`config.mk`:
```
export PLATFORM = sky130hd
export DESIGN_NAME = alu_flags_4bit
export DESIGN_NICKNAME = d
export VERILOG_FILES = /design/src/rtl/cpu_pkg.sv /design/src/rtl/alu_core_comb.sv /design/src/rtl/alu_flags_4bit.sv
export SDC_FILE = /design/constraint.sdc
export NUM_CORES = 1
export LEC_CHECK = 0
export ABC_CLOCK_PERIOD_IN_PS = 1900
export CORE_ASPECT_RATIO = 1.2
export CORE_UTILIZATION = 49
export DETAILED_ROUTE_END_ITERATION = 10
export PLACE_DENSITY = 0.84
export SLEW_MARGIN = 20
export SYNTH_ARGS = -nofsm -noshare
export SYNTH_HDL_FRONTEND = slang
export SYNTH_SLANG_ARGS = --single-unit
export TNS_END_PERCENT = 100
```
`constraint.sdc`:
```
create_clock -name main_clock -period 1.9 [get_ports main_clock]
set_input_delay 0.285 -clock main_clock [delete_from_list [all_inputs] [get_ports main_clock]]
set_output_delay 0.285 -clock main_clock [all_outputs]
set_load 0.05 [all_outputs]
```
`src/rtl/cpu_pkg.sv`:
```
// Shared ALU definitions: datapath width, operation codes and flag bit positions.
// Latency: none (types and constants only).
// Backpressure: not applicable.
package cpu_pkg;

    localparam int ALU_WIDTH = 4;

    // Operation select as driven by the sequencer
    typedef enum logic [1:0] {
        OP_ADD = 2'b00,
        OP_SUB = 2'b01,
        OP_AND = 2'b10,
        OP_OR  = 2'b11
    } alu_op_t;

    // Bit positions inside the packed flag register
    localparam int FLAG_C    = 0;
    localparam int FLAG_Z    = 1;
    localparam int FLAG_V    = 2;
    localparam int NUM_FLAGS = 3;

    typedef logic [NUM_FLAGS-1:0] flags_t;

endpackage : cpu_pkg

```
`src/rtl/alu_core_comb.sv`:
```
// Combinational ALU: add, subtract (a-b), AND, OR with carry and signed-overflow outputs.
// Latency: 0 cycles, purely combinational.
// Backpressure: none; outputs follow the inputs continuously.
module alu_core_comb
    import cpu_pkg::*;
#(
    parameter int WIDTH = ALU_WIDTH
) (
    input  logic [WIDTH-1:0] a,
    input  logic [WIDTH-1:0] b,
    input  logic [1:0]       op,
    output logic [WIDTH-1:0] r,
    output logic             c,
    output logic             ov
);

    localparam int MSB = WIDTH - 1;

    // One extra bit holds the carry-out; subtract is a + ~b + 1 so carry means no borrow
    logic [WIDTH:0] sum;

    // Select the operation and derive signed overflow from the operand/result sign bits
    always_comb begin
        sum = '0;
        ov  = 1'b0;
        case (alu_op_t'(op))
            OP_ADD: begin
                sum = {1'b0, a} + {1'b0, b};
                ov  = (a[MSB] == b[MSB]) && (sum[MSB] != a[MSB]);
            end
            OP_SUB: begin
                sum = {1'b0, a} + {1'b0, ~b} + (WIDTH+1)'(1);
                ov  = (a[MSB] != b[MSB]) && (sum[MSB] != a[MSB]);
            end
            OP_AND: sum = {1'b0, a & b};
            OP_OR:  sum = {1'b0, a | b};
            default: begin
                sum = '0;
                ov  = 1'b0;
            end
        endcase
    end

    assign r = sum[WIDTH-1:0];
    assign c = sum[WIDTH];

endmodule : alu_core_comb

```
`src/rtl/alu_flags_4bit.sv`:
```
// ALU stage: registers the ALU result and C/Z/V flags on a latching edge and gates the result onto the bus.
// Latency: 1 main_clock from operands to result_q/bus; bus follows out_en combinationally.
// Backpressure: none; alu_latch/flags_en qualify updates, otherwise state holds.
module alu_flags_4bit
    import cpu_pkg::*;
#(
    parameter int WIDTH = ALU_WIDTH
) (
    input  logic             main_clock,
    input  logic             rst_n,
    input  logic [WIDTH-1:0] a,
    input  logic [WIDTH-1:0] b,
    input  logic [1:0]       op,
    input  logic             alu_latch,
    input  logic             flags_en,
    input  logic             out_en,
    output logic [WIDTH-1:0] bus,
    output logic [WIDTH-1:0] result_q,
    output logic             carry_flag,
    output logic             zero_flag,
    output logic             overflow_flag,
    output logic             busy_led
);

    logic [WIDTH-1:0] alu_r;
    logic             alu_c;
    logic             alu_ov;

    logic [WIDTH-1:0] result_d;
    flags_t           flags_d;
    flags_t           flags_q;
    logic             busy_d;
    logic             busy_q;

    alu_core_comb #(
        .WIDTH (WIDTH)
    ) u_core (
        .a  (a),
        .b  (b),
        .op (op),
        .r  (alu_r),
        .c  (alu_c),
        .ov (alu_ov)
    );

    // Next-state: result moves on a latch, flags only when also enabled; busy mirrors the latch strobe
    always_comb begin
        result_d = result_q;
        flags_d  = flags_q;
        busy_d   = alu_latch;
        if (alu_latch) begin
            result_d = alu_r;
            if (flags_en) begin
                flags_d[FLAG_C] = alu_c;
                flags_d[FLAG_Z] = (alu_r == '0);
                flags_d[FLAG_V] = alu_ov;
            end
        end
    end

    // Result, flag and busy registers; asynchronous reset clears everything at once
    always_ff @(posedge main_clock or negedge rst_n) begin
        if (!rst_n) begin
            result_q <= '0;
            flags_q  <= '0;
            busy_q   <= 1'b0;
        end else begin
            result_q <= result_d;
            flags_q  <= flags_d;
            busy_q   <= busy_d;
        end
    end

    // The bus carries the registered value only, so a same-cycle bus loop cannot form in here
    assign bus           = out_en ? result_q : '0;
    assign carry_flag    = flags_q[FLAG_C];
    assign zero_flag     = flags_q[FLAG_Z];
    assign overflow_flag = flags_q[FLAG_V];
    assign busy_led      = busy_q;

endmodule : alu_flags_4bit

```
==> results.tsv <==
metric	value	unit
Psw	0.000367	W
Fin. Hold Viols	0	
CP Launch Type	input pin	
share of the synthesized area in the top cell type	23.6	%
Worst path max stage delay	230	ps
Max Freq	0.533	GHz
Non-Filler Instances	160	
YS warnings	0	
RePlAce Congestion	0.753	
global-route wire length before repair	4320	µm
critical path data required time	2090	ps
post-route clock period utilization	98.7	%
WS Path Type	in -> reg	
Inserted Diodes	0	
top cells by area, synth	dfrtp_1, ha_1, inv_1	
CTS tree	yes	
Worst EP arrival	2060	ps
Global Route Usage Sum	35.1	%
Most used DFF post-synth	dfrtp_1	
Min Hold Slack	303	ps
PD cells	603	nW/µm²
number of flops mapped to enable cells by yosys	0	
Root Driver	clkbuf_4	
Inst Count DP	150	
register area	200	µm²
failing checks	design-rule violations	
initial antenna violation count	0	
WL/cell	19.2	µm
power share of the combinational group	60.1	%
drt first pass iters	8	
syn avg cell area	8.92	µm²
switching portion of total power	42.4	%
Cell Area, Synth	847	µm²
# DRC	1	
clk buf depth	2	
vias in the first global route	937	
WP buf/inv	9	
post-synthesis register bit count	8	
# H-tree levels	1	
CP dominant cell by count	buf_4	
num rows	16	
minimum clock period	1870	ps
core area	1620	µm²
area of the multi-input gates	666	µm²
Max Cap Viol	0	
Final WS setup	25.6	ps
slowest CP cell	ha_4	
Routed Antenna Nets	0	
Via density	5.78	
HPWL after DPL	1760	µm
Max-slew headroom	65.8	%
reg2reg path depth	1	
via count	925	
Mapped Cells	95	
max-slew violation count	0	
final clock skew	0	ps
Port Buffers	26	
most common cell in the netlist	inv_1	
Setup violations, final	0	
die area	1900	µm²
Net count, final	173	
# IOs	27	
Worst setup EP type	flip-flop	
FFs w/ async S/R, synth	100	%
Die X	40.0	µm
Clk pwr share	15.7	%
die height	47.5	µm
Hold Path Class	in -> async	
startpoint of the lowest-slack register-to-register path	result_q[1]	
Seq pwr share	24.3	%
initial DRC count	30	
pre-CTS setup slack	-610	ps
total clock sinks	8	
commonest cells in the netlist	inv_1, ha_1, dfrtp_1	
TritonCTS Buffers	3	
largest net degree at the start of global routing	11	
Crit path max-delay family	buffers and inverters	
synth unique cells	34	
status	finished, violations left	
syn nets	124	
worst-skew pair later-pin latency	260	ps
Filler cells	79	
crit path max fanout	2	
P&R area growth vs syn	69.6	%
slew of the pin with the lowest slew margin	511	ps
Initial Util	52.2	%
peak supply drop	328	µV
worst flop-to-flop path endpoint	result_q[1]	
Clock Pin Slew Worst Setup and Hold Paths	60	ps
post-synthesis sequential area ratio	23.6	%
share of cells above drive strength 1	37.3	%
reg2reg setup slack	1110	ps
post-synth top area cell	dfrtp_1	
leakage power	0.679	nW
Int Pwr	0.000499	W
Routed WL	3070	µm
GRT overflow	0	
CP Cell Sequence	buf_4 -> inv_2 -> buf_4 -> buf_4 -> buf_4 -> buf_4 -> buf_4 -> buf_4 -> buf_4 -> ha_4 -> nor2_4 -> a31oi_4 -> nor2_1 -> nand4_1 -> o21ai_1	
## registers in the layout, summed over array words and instances, names as in the netlist
register / count
busy_led: 1
flags_q: 3
result_q: 4
## placed cells by master (no fill, tap or decap), drive strengths merged, types with 3 or more instances in the layout
cell type	count
a21oi	5
clkdlybuf4s50	16
mux2	3
nor2	7
inv	17
ha	12
xnor2	3
buf	28
clkbuf	3
and2	5
nand2	6
dfrtp	8
nand2b	3
## layer usage
layer	vias up	part of all wire, %	track usage (%)
li1	415	-	-
met1	426	33	31.0
met2	62	53	65.8
met3	22	7.3	6.51
met4	0	7.2	29.7
met5	-	0	0
## power groups by stage
| stage | Combinational, W | Sequential (W) | Clock (W) |
|---|---|---|---|
| finish | 0.000520 | 0.000210 | 0.000136 |
| CTS | 0.000465 | 0.000208 | 0.000137 |
| global placement | 0.000427 | 0.000210 | 0 |
| floorplan | 0.000175 | 0.000292 | 0 |
| global route | 0.000546 | 0.000212 | 0.000148 |
| detailed placement | 0.000444 | 0.000211 | 0 |
## repair_timing
action                                  in CTS  in global routing
setup buffers                                7                  0
gates resized for setup                     23                 16
hold buffers                                 0                  0
gates cloned                                 0                  0
pin swaps                                    7                 10
endpoints found under the setup margin       5                  3
## kinds of logic (layout without fill, tap and decap cells)
| logic type | count (synthesis) | count (layout) | share of synthesized area (%) |
|---|---|---|---|
| compound gates | 17 | 17 | 14.5 |
| xor+xnor | 4 | 4 | 4.14 |
| fa+ha+maj | 14 | 14 | 22.5 |
| buf+inv | 21 | 68 | 12.6 |
| flops | 8 | 8 | 23.6 |
| mux | 5 | 5 | 7.83 |
| simple gates | 26 | 26 | 14.9 |
## area by class of cell
type | instances | share of cell area (%)
Multi-Input combinational cell | 66 | 46.3
Sequential cell | 8 | 13.9
Timing Repair Buffer | 48 | 32.1
Tap cell | 18 | 1.57
Inverter | 17 | 4.44
Clock buffer | 3 | 1.57
## worst max-delay path by stage
stage,from,to,slack [ps],cells after the start
floorplan,a[0],flags_q[1],70,8
global placement,a[0],flags_q[1],-480,9
detailed placement,a[0],flags_q[1],-610,9
CTS,b[2],result_q[3],6,8
global route,a[0],flags_q[1],-60,15
finish,a[0],flags_q[1],30,15
## per-stage QoR
step,utilization [%],TNS (ps),cell area [µm²],power (W)
6_report,88.6,0,1440,0.000866
5_1_grt,88.6,-64.6,1440,0.000907
4_1_cts,82.9,0,1350,0.000810
3_5_place_dp,76.5,-2440,1240,0.000655
3_3_place_gp,76.5,-1970,1240,0.000637
2_1_floorplan,-,0,847,0.000467
Note: power is estimated with default switching activity, not from simulation.
==> patch (same flow settings) <==
Set the package constant `ALU_WIDTH` to 6 (it was 4).
--- a/src/rtl/cpu_pkg.sv
+++ b/src/rtl/cpu_pkg.sv
@@ -3,7 +3,7 @@
 // Backpressure: not applicable.
 package cpu_pkg;
 
-    localparam int ALU_WIDTH = 4;
+    localparam int ALU_WIDTH = 6;
 
     // Operation select as driven by the sequencer
     typedef enum logic [1:0] {
Interface: changed (resized a, b, bus and result_q); port bits go from 27 to 35. The function was not compared with the original's and may differ.
==> patch against the original RTL <==
Non-clock buffer count is 28 higher. Area after synthesis is 54% higher. Sequential cell count is 2 higher. Clock power is 48% higher. Clock skew stayed put. Core utilization is 1.4 points lower. Count of clock-buffer cells in the layout is 1 higher. Setup slack worse by 8.9 ps. Routed wire length is 55% higher. Design area is 53% higher. Total power is 45% higher. Critical endpoint is now result_q[2]$_DFFE_PN0P_.
==> patch: results (changes against the original RTL) <==
status:
  status: "finished clean"
setup_path:
  critPathMaxFanout: 2  # unchanged
  r2r-start: "result_q[3]$_DFFE_PN0P_"
  r2r_slack_ps: 1090  # -20 ps
  slowest_delay_ps: 390  # +160 ps
  path_delay_family: "adder cells"
  arrival_ps: 2090  # +30 ps
  slowest_stage: "fa_2"
  r2r-end: "result_q[3]$_DFFE_PN0P_"
  critPathCapture: "result_q[2]$_DFFE_PN0P_"
placement:
  gpl.final_weighted_congestion: 0.856  # +14%
  hpwlAfterDp_um: 3000  # +71%
  pre_cts_ws_ps: -710  # -99.9 ps
  port_buffers: 34  # +31%
  placed_cell_area_mm2: 0.00197  # +59%
clocking:
  clockBufferDepth: 2  # unchanged
  htreeDepth: 1  # unchanged
  cts_buffers: 3  # unchanged
  clk_latency_ps: 280  # +20 ps
sta:
  period_needed_ps: 1880  # +8.88 ps
  worst_pin_slew_ps: 504  # -7.04 ps
  skew_ps: 0  # unchanged
global_route:
  grt_use_met1_pct: 34.1  # +3.0 points
  grtUsageMet3_pct: 4.91  # -1.6 points
  grt_pass1_wl_um: 7160  # +66%
  grt_use_met2_pct: 63.6  # -2.2 points
  grt_pass1_vias: 1600  # +71%
  grt_busiest_layer: "met2"
  gr-usage-all-layers_pct: 32.7  # -2.4 points
  grt_max_degree: 14  # +3
drt:
  dr_wl_met3_um: 343  # +52%
  vias_per_cell: 6.19  # +7.1%
  routedLengthMet1_um: 1690  # +69%
  drtPass1Iterations: 5  # -3
  drtIter0Drc: 91  # +200%
  wl_met2_um: 2490  # +54%
  wl_per_cell_um: 18.4  # -4.1%
logic_synthesis:
  synth_warnings: 0  # unchanged
  synth_area_leaders: "dfrtp_1 (19%), ha_1 (18%), inv_1 (5.5%)"
  synth-seq-area-share_pct: 19.1  # -4.5 points
  ys_top_cells_by_count: "ha_1 (19), inv_1 (19), a21oi_1 (12)"
  ys.flop_type: "dfrtp_1"
  synth_nets: 193  # +56%
  async_flop_share_pct: 100  # unchanged
  ys_types: 49  # +44%
power_and_ir_drop:
  powerClk_uw: 201  # +48%
  vdd_ir_drop_max_v: 0.000374  # +14%
  p_total_mw: 1.25  # +45%
  sw_frac_of_total_pct: 42.9  # +0.46 points
  p_leak_nw: 1.01  # +49%
  powerComb_uw: 789  # +52%
cells_and_area:
  largest_register_ffs: 6  # +2
  regMostFlops: "result_q"
  drive_above_1_share_pct: 42.5  # +5.2 points
  nets: 267  # +54%
  fillers: 127  # +61%
worst_hold_path:
  hp-class: "in2async"
patch: cell types whose count changed after synthesis, sizes merged, moves of 3 or more:
cell / unedited run / this run
a21oi: 5 / 12
ha: 12 / 19
a211o: 0 / 3
a211oi: 0 / 3
buf: 1 / 4
nor2b: 0 / 3
o21ai: 1 / 4
o22ai: 0 / 3
xnor2: 3 / 0
patch: cells by family (layout without fill, tap and decap cells):
kind of cell	after synthesis	count (layout)	synth area share, %
buf+inv	26	99	8.33
mux	6	6	6.12
fa+ha+maj	21	21	21.2
flops	10	10	19.1
compound gates	44	44	24.2
simple gates	46	46	21.0
patch: per-stage QoR:
stage | setup TNS [ps] | hold WS, ps | instances
after floorplan | 0 | -10.6 | 153
after CTS | -19.0 | 317 | 258
final | 0 | 312 | 259
after global placement | -3810 | 465 | 247
after detailed placement | -4640 | 478 | 247
after global routing | -156 | 344 | 259
patch: layout make-up:
| type | instances | area, um^2 | area share (%) |
|---|---|---|---|
| inverters | 19 | 71.3 | 3.24 |
| clock buffers | 4 | 36.3 | 1.65 |
| flip-flops and latches | 10 | 250 | 11.4 |
| repair buffers | 76 | 691 | 31.3 |
| well taps | 33 | 41.3 | 1.87 |
| multi-input cells | 117 | 1110 | 50.5 |
patch: how the worst min path moves through the flow:
stage,endpoint,slack (ps),depth (start not counted)
6_report,result_q[4]$_DFFE_PN0P_,310,1
5_1_grt,result_q[4]$_DFFE_PN0P_,340,1
4_1_cts,result_q[4]$_DFFE_PN0P_,320,1
3_5_place_dp,flags_q[0]$_DFFE_PN0P_,480,2
3_3_place_gp,flags_q[1]$_DFFE_PN0P_,470,2
2_1_floorplan,busy_led$_DFF_PN0_,-10,0
patch: timing repair:
item	4_1_cts	5_1_grt
gates resized for setup	48	19
hold endpoints to repair	0	0
buffers inserted	7	1
pin swaps	16	8
endpoints found under the setup margin	8	7
